<file path="config.mk">
export PLATFORM = sky130hd
export DESIGN_NAME = float_subtractor
export DESIGN_NICKNAME = d
export VERILOG_FILES = /design/src/rtl/float_subtractor.sv
export SDC_FILE = /design/constraint.sdc
export NUM_CORES = 1
export LEC_CHECK = 0
export BUFFER_PORTS_ARGS = -buffer_cell sky130_fd_sc_hd__buf_4
export CAP_MARGIN = 10
export CORE_UTILIZATION = 61
export CTS_CLUSTER_DIAMETER = 150
export DETAILED_ROUTE_END_ITERATION = 10
export HOLD_SLACK_MARGIN = 0.02
export PLACE_DENSITY = 0.81
export SYNTH_ARGS = -nofsm -noshare
export SYNTH_HDL_FRONTEND = slang
export SYNTH_SLANG_ARGS = --single-unit
</file>
<file path="constraint.sdc">
create_clock -name clk -period 7.2 [get_ports clk]
set_clock_uncertainty 0.1 [all_clocks]
set_input_delay 0.36 -clock clk [delete_from_list [all_inputs] [get_ports clk]]
set_output_delay 0.36 -clock clk [all_outputs]
set_load 0.005 [all_outputs]
</file>
<file path="src/rtl/float_subtractor.sv">
// float_subtractor
//   Multi-cycle IEEE-754 single-precision subtractor: diff = a - b.
//   The sequence is IDLE -> ALIGN -> ADDSUB -> NORM (one or more cycles) -> OUT.
//   Rounding truncates toward zero. Denormal operands are flushed to zero.
//
//   Latency: out_valid becomes visible after 4+k rising edges, counting the
//   capture edge as the first. k is the number of NORM shift cycles. With
//   out_ready held high, a new operand pair is accepted every 5+k cycles.
//
//   Optional feature macro: FLOAT_SUB_SPECIALS_EN
//     defined   : NaN/inf operands bypass the datapath; overflow -> +/-inf
//     undefined : exp==255 operands are treated as finite; overflow
//                 saturates to +/-0x7F7FFFFF
//
// Parameters
//   GUARD_BITS  extra low-order mantissa bits kept through align/normalise (>=1)
//
// Ports
//   clk        clock, rising edge
//   rst        asynchronous active-high reset
//   a, b       operands (minuend, subtrahend), IEEE-754 single
//   in_valid   operands valid
//   in_ready   high only in IDLE
//   diff       registered result
//   out_valid  diff valid (state OUT)
//   out_ready  consumer accepts diff
module float_subtractor #(
  parameter int GUARD_BITS = 3
) (
  input  logic        clk,
  input  logic        rst,
  input  logic [31:0] a,
  input  logic [31:0] b,
  input  logic        in_valid,
  output logic        in_ready,
  output logic [31:0] diff,
  output logic        out_valid,
  input  logic        out_ready
);

  // Magnitude layout: [CB]=carry, [HB]=hidden bit, then 23 fraction bits,
  // then GUARD_BITS guard bits.
  localparam int MW = 24 + GUARD_BITS + 1;
  localparam int HB = MW - 2;
  localparam int CB = MW - 1;
  localparam logic [7:0] SHIFT_LIMIT = 8'(24 + GUARD_BITS);

  typedef enum logic [2:0] {
    S_IDLE,
    S_ALIGN,
    S_ADDSUB,
    S_NORM,
    S_OUT
  } state_t;

  state_t state_reg, state_next;

  // Operand unpacking. Subtraction is performed as a + (-b), so b's sign is
  // inverted here.
  logic [31:0]   op_word [2];
  logic [1:0]    in_sign;
  logic [7:0]    in_exp  [2];
  logic [MW-1:0] in_man  [2];

  assign op_word[0] = a;
  assign op_word[1] = {~b[31], b[30:0]};

`ifdef FLOAT_SUB_SPECIALS_EN
  logic [1:0] in_nan;
  logic [1:0] in_inf;
`endif

  generate
    for (genvar gi = 0; gi < 2; gi++) begin : g_unpack
      assign in_sign[gi] = op_word[gi][31];
      assign in_exp[gi]  = op_word[gi][30:23];
      // exp==0 covers both zero and denormals: both become a zero magnitude.
      assign in_man[gi]  = (op_word[gi][30:23] == 8'd0) ? '0
                         : (MW'({2'b01, op_word[gi][22:0]}) << GUARD_BITS);
`ifdef FLOAT_SUB_SPECIALS_EN
      assign in_nan[gi]  = (op_word[gi][30:23] == 8'hFF) && (op_word[gi][22:0] != 23'd0);
      assign in_inf[gi]  = (op_word[gi][30:23] == 8'hFF) && (op_word[gi][22:0] == 23'd0);
`endif
    end
  endgenerate

  // Captured operands
  logic [1:0]         op_sign_reg, op_sign_next;
  logic [1:0][7:0]    op_exp_reg,  op_exp_next;
  logic [1:0][MW-1:0] op_man_reg,  op_man_next;

  // Aligned operands
  logic          big_sign_reg, big_sign_next;
  logic [7:0]    big_exp_reg,  big_exp_next;
  logic [MW-1:0] big_man_reg,  big_man_next;
  logic [MW-1:0] small_man_reg, small_man_next;
  logic          eff_sub_reg,  eff_sub_next;

  // Working result; 9-bit exponent so a carry out of exp 255 is still visible.
  logic          res_sign_reg, res_sign_next;
  logic [8:0]    res_exp_reg,  res_exp_next;
  logic [MW-1:0] res_man_reg,  res_man_next;

  logic [31:0]   diff_reg, diff_next;

  // Align helpers: larger magnitude decided by exponent, then mantissa.
  logic          a_is_big;
  logic [7:0]    sel_big_exp, sel_small_exp, exp_gap;
  logic [MW-1:0] sel_big_man, sel_small_man, small_aligned;

  assign a_is_big      = {op_exp_reg[0], op_man_reg[0]} >= {op_exp_reg[1], op_man_reg[1]};
  assign sel_big_exp   = a_is_big ? op_exp_reg[0] : op_exp_reg[1];
  assign sel_small_exp = a_is_big ? op_exp_reg[1] : op_exp_reg[0];
  assign sel_big_man   = a_is_big ? op_man_reg[0] : op_man_reg[1];
  assign sel_small_man = a_is_big ? op_man_reg[1] : op_man_reg[0];
  assign exp_gap       = sel_big_exp - sel_small_exp;
  // No sticky bit: anything shifted past the guard bits is simply lost.
  assign small_aligned = (exp_gap >= SHIFT_LIMIT) ? '0 : (sel_small_man >> exp_gap);

  logic [8:0] exp_inc, exp_dec;
  assign exp_inc = res_exp_reg + 9'd1;
  assign exp_dec = res_exp_reg - 9'd1;

  always_ff @(posedge clk or posedge rst) begin
    if (rst) begin
      state_reg     <= S_IDLE;
      op_sign_reg   <= '0;
      op_exp_reg    <= '0;
      op_man_reg    <= '0;
      big_sign_reg  <= 1'b0;
      big_exp_reg   <= '0;
      big_man_reg   <= '0;
      small_man_reg <= '0;
      eff_sub_reg   <= 1'b0;
      res_sign_reg  <= 1'b0;
      res_exp_reg   <= '0;
      res_man_reg   <= '0;
      diff_reg      <= '0;
    end else begin
      state_reg     <= state_next;
      op_sign_reg   <= op_sign_next;
      op_exp_reg    <= op_exp_next;
      op_man_reg    <= op_man_next;
      big_sign_reg  <= big_sign_next;
      big_exp_reg   <= big_exp_next;
      big_man_reg   <= big_man_next;
      small_man_reg <= small_man_next;
      eff_sub_reg   <= eff_sub_next;
      res_sign_reg  <= res_sign_next;
      res_exp_reg   <= res_exp_next;
      res_man_reg   <= res_man_next;
      diff_reg      <= diff_next;
    end
  end

  always_comb begin
    state_next     = state_reg;
    op_sign_next   = op_sign_reg;
    op_exp_next    = op_exp_reg;
    op_man_next    = op_man_reg;
    big_sign_next  = big_sign_reg;
    big_exp_next   = big_exp_reg;
    big_man_next   = big_man_reg;
    small_man_next = small_man_reg;
    eff_sub_next   = eff_sub_reg;
    res_sign_next  = res_sign_reg;
    res_exp_next   = res_exp_reg;
    res_man_next   = res_man_reg;
    diff_next      = diff_reg;

    case (state_reg)
      S_IDLE: begin
        if (in_valid) begin
          for (int i = 0; i < 2; i++) begin
            op_sign_next[i] = in_sign[i];
            op_exp_next[i]  = in_exp[i];
            op_man_next[i]  = in_man[i];
          end
          state_next = S_ALIGN;
`ifdef FLOAT_SUB_SPECIALS_EN
          if (in_nan[0] || in_nan[1]) begin
            diff_next  = 32'h7FC0_0000;
            state_next = S_OUT;
          end else if (in_inf[0] && in_inf[1]) begin
            // Opposite effective signs means inf - inf of the same sign.
            diff_next  = (in_sign[0] != in_sign[1]) ? 32'h7FC0_0000 : op_word[0];
            state_next = S_OUT;
          end else if (in_inf[0]) begin
            diff_next  = op_word[0];
            state_next = S_OUT;
          end else if (in_inf[1]) begin
            // op_word[1] already carries the inverted sign of b.
            diff_next  = op_word[1];
            state_next = S_OUT;
          end
`endif
        end
      end

      S_ALIGN: begin
        big_sign_next  = a_is_big ? op_sign_reg[0] : op_sign_reg[1];
        big_exp_next   = sel_big_exp;
        big_man_next   = sel_big_man;
        small_man_next = small_aligned;
        eff_sub_next   = op_sign_reg[0] ^ op_sign_reg[1];
        state_next     = S_ADDSUB;
      end

      S_ADDSUB: begin
        // big >= small after alignment, so the difference is never negative.
        res_man_next  = eff_sub_reg ? (big_man_reg - small_man_reg)
                                    : (big_man_reg + small_man_reg);
        res_exp_next  = {1'b0, big_exp_reg};
        res_sign_next = big_sign_reg;
        state_next    = S_NORM;
      end

      S_NORM: begin
        if (res_man_reg[CB]) begin
          if (exp_inc >= 9'd255) begin
`ifdef FLOAT_SUB_SPECIALS_EN
            diff_next = {res_sign_reg, 8'hFF, 23'h000000};
`else
            diff_next = {res_sign_reg, 8'hFE, 23'h7FFFFF};
`endif
            state_next = S_OUT;
          end else begin
            res_man_next = res_man_reg >> 1;
            res_exp_next = exp_inc;
          end
        end else if (res_man_reg == '0) begin
          diff_next  = 32'h0000_0000;
          state_next = S_OUT;
        end else if (!res_man_reg[HB] && (res_exp_reg > 9'd1)) begin
          res_man_next = res_man_reg << 1;
          res_exp_next = exp_dec;
        end else if (!res_man_reg[HB]) begin
          // Would need a denormal: flush to +0.
          diff_next  = 32'h0000_0000;
          state_next = S_OUT;
        end else begin
          diff_next  = {res_sign_reg, res_exp_reg[7:0], res_man_reg[HB-1:GUARD_BITS]};
          state_next = S_OUT;
        end
      end

      S_OUT: begin
        if (out_ready) state_next = S_IDLE;
      end

      default: state_next = S_IDLE;
    endcase
  end

  assign in_ready  = (state_reg == S_IDLE);
  assign out_valid = (state_reg == S_OUT);
  assign diff      = diff_reg;

endmodule

</file>
==> run summary <==
antenna cell count - 0
flop2flop setup slack - 1.62 ns
CTS root buf - clkbuf_16
crit share post-route - 77.5%
Post-synth EDFFs - 0
status - complete, but fails checks
FF+latch count, synth - 200
Worst Path Max Fanout - 17
CP top delay family - compound AO/OA/AOI/OAI gates
WS Path Type - register to register
CTS tree - built
clk_lat worst skew - 0.44 ns
ANT nets after route - 0
largest net degree at the start of global routing - 132
post-synthesis sequential area ratio - 38.1%
Reg clk slew, reported paths - 0.07 ns
yosys warns - 0
Num CTS Buffers - 17
drt first pass iters - 7
PortBufs - 101
Synth Area in Compound Gates - 22.9%
Worst Max-Slew Pin Slew - 1.16 ns
first-pass GRT wire length - 54.6 mm
adder-cell area share of the yosys netlist - 5.91%
Starting DRT DRC Count - 824
standard-cell rows - 53
Avg Inst Size Synth - 9.13 sq um
Top Layer Used - met4
most common cell after layout, fill and taps aside - dfrtp_1
max reg flops - 48
Clock Tree Buf Depth - 2
final hold vios - 2
gpl congestion - 0.935
Die Span X - 149 um
RSZ-0062 raised after global routing - false
Final Max Tran Viols - 0
post-DP HPWL - 24.2 mm
R2R cell count - 18
initial antenna violation count - 0
all-layer global routing usage - 31.1%
crit path DAT - 5.82 ns
CP peak stage delay - 0.79 ns
fillers - 1713
DRC - 0
CTS sink cnt - 200
CP Buf/Inv Count - 2
minimum clock period - 5.58 ns
Post-Synth Simple-Gate Area - 13.5%
worst reg2reg startpoint - op_man_reg[13]
Fin Setup TNS - 0 ns
setup violators final - 0
die area - 22100 sq um
Setup crit start kind - register
DR WL/cell - 18.5 um
Critical Path, Cell by Cell - ha_1, a211oi_1, o21a_1, o21ai_0, o31a_4, nor2_4, buf_4, nand2_1, o22a_1, ha_1, nor3_2, o22ai_1, o21ai_1, buf_4, nand3_1, a211oi_2, nand2b_1, o31ai_1
maxcap violations - 0
WL final - 32.9 mm
post_cts resized - 0
RR Endpoint - small_man_reg[26]
Hold Path Class - input port to asynchronous set/reset pin
Hold Slack - -0.00148 ns
Slowest cell on crit path - a211oi_2
Die H - 149 um
Synth Area in XOR/XNOR - 3.66%
M1 wire length - 14.8 mm
post-synthesis mux area share - 11.2%
Max Freq - 0.179 GHz
Worst slew margin - 22.4%
Distinct cells, synth - 87
Via density - 6.30
via count - 11183
largest family of logic cells by synthesized area - compound AO/OA/AOI/OAI gates
Core Region - 21100 sq um
Ports - 102
Syn Nets - 1569
highest-count cells in the layout ignoring fill and taps - dfrtp_1, a21oi_1, nor2_1
Mapped Area - 13100 sq um
routed length on met2 - 15.7 mm
met3 WL - 1.58 mm
number of global-route vias before repair - 10783
Final nets - 1619
Syn Inst Count - 1439
violated checks - hold timing
crit end category - register
fraction of layout cells with a size suffix above 1 - 14.1%
overflow left after global routing - 0
ys async rst share - 100%
Primary FF master, synth - dfrtp_1
area grow syn2layout - 11.1%
WP data required - 7.44 ns
Initial Util - 62.3%
H-Tree Depth - 4
cell usage after synthesis (all sizes together) (7+ instances only):
library cell,number,share of area [%]
a22o,51,3.4
a21oi,141,5.4
nand2,111,3.2
a21o,12,0.69
mux2,28,2.4
nor3,36,1.5
and3,7,0.33
nor2,129,3.7
o211ai,8,0.53
mux2i,113,8.6
a211oi,11,0.74
o21ai,106,4.1
a221o,13,0.99
ha,62,5.9
buf,18,0.85
nand2b,9,0.43
nor4,22,1.2
xnor2,45,3.1
nand3,21,0.80
xor2,9,0.60
and2,7,0.35
a22oi,19,1.1
clkbuf,72,2.1
a221oi,7,0.60
inv,59,1.7
a31oi,12,0.57
o21a,11,0.63
o31ai,10,0.61
dfrtp,200,38
nand4,10,0.48
through the flow:
stage | hold WS (ns) | std cells | setup slack, ns | utilization (%) | instance area (sq um)
6_report | -0.00148 | 1776 | 1.62 | 69.2 | 14600
5_1_grt | 0.0245 | 1776 | 1.34 | 69.2 | 14600
3_3_place_gp | 0.370 | 1744 | 1.85 | 66.6 | 14000
4_1_cts | 0.0218 | 1776 | 1.66 | 69.2 | 14600
2_1_floorplan | 0.344 | 1439 | 1.29 | - | 13100
3_5_place_dp | 0.380 | 1744 | 1.68 | 66.6 | 14000
layer usage:
metal / up-vias / track usage [%]
met5: - / 0
met2: 359 / 51.3
met1: 5384 / 42.2
li1: 5380 / -
met3: 60 / 3.74
met4: 0 / 11.3
worst max-delay path by stage:
stage / start / endpoint / slack (ns) / depth (start not counted)
2_1_floorplan: rst / big_exp_reg[0] / 1.29 / 1
3_3_place_gp: op_man_reg[13] / small_man_reg[26] / 1.85 / 18
3_5_place_dp: op_man_reg[41] / small_man_reg[26] / 1.68 / 19
4_1_cts: op_man_reg[13] / small_man_reg[26] / 1.66 / 18
5_1_grt: op_man_reg[41] / small_man_reg[26] / 1.34 / 19
6_report: op_man_reg[13] / small_man_reg[26] / 1.62 / 18
what timing repair did:
| item | 4_1_cts | 5_1_grt |
|---|---|---|
| setup endpoints to repair | 0 | 0 |
| buffers inserted | 0 | 0 |
| hold endpoints to repair | 1 | 0 |
| hold buffers | 1 | 0 |
layout make-up:
| cell class | count | area, sq um | area share (%) |
|---|---|---|---|
| multi-input cells | 1089 | 7560 | 51.8 |
| flip-flops and latches | 200 | 5000 | 34.3 |
| well taps | 275 | 344 | 2.36 |
| clock inverters | 12 | 96.3 | 0.660 |
| repair buffers | 121 | 911 | 6.24 |
| inverters | 60 | 233 | 1.59 |
| clock buffers | 19 | 443 | 3.04 |
kinds of logic (layout without fill, tap and decap cells):
group,count (synthesis),in the layout
flops,200,200
buf+inv,150,212
fa+ha+maj,62,62
mux,142,142
compound gates,452,452
simple gates,379,379
xor+xnor,54,54
Power is not shown: default switching activity piles up to over one toggle a cycle in this logic, so the estimate is an artifact.
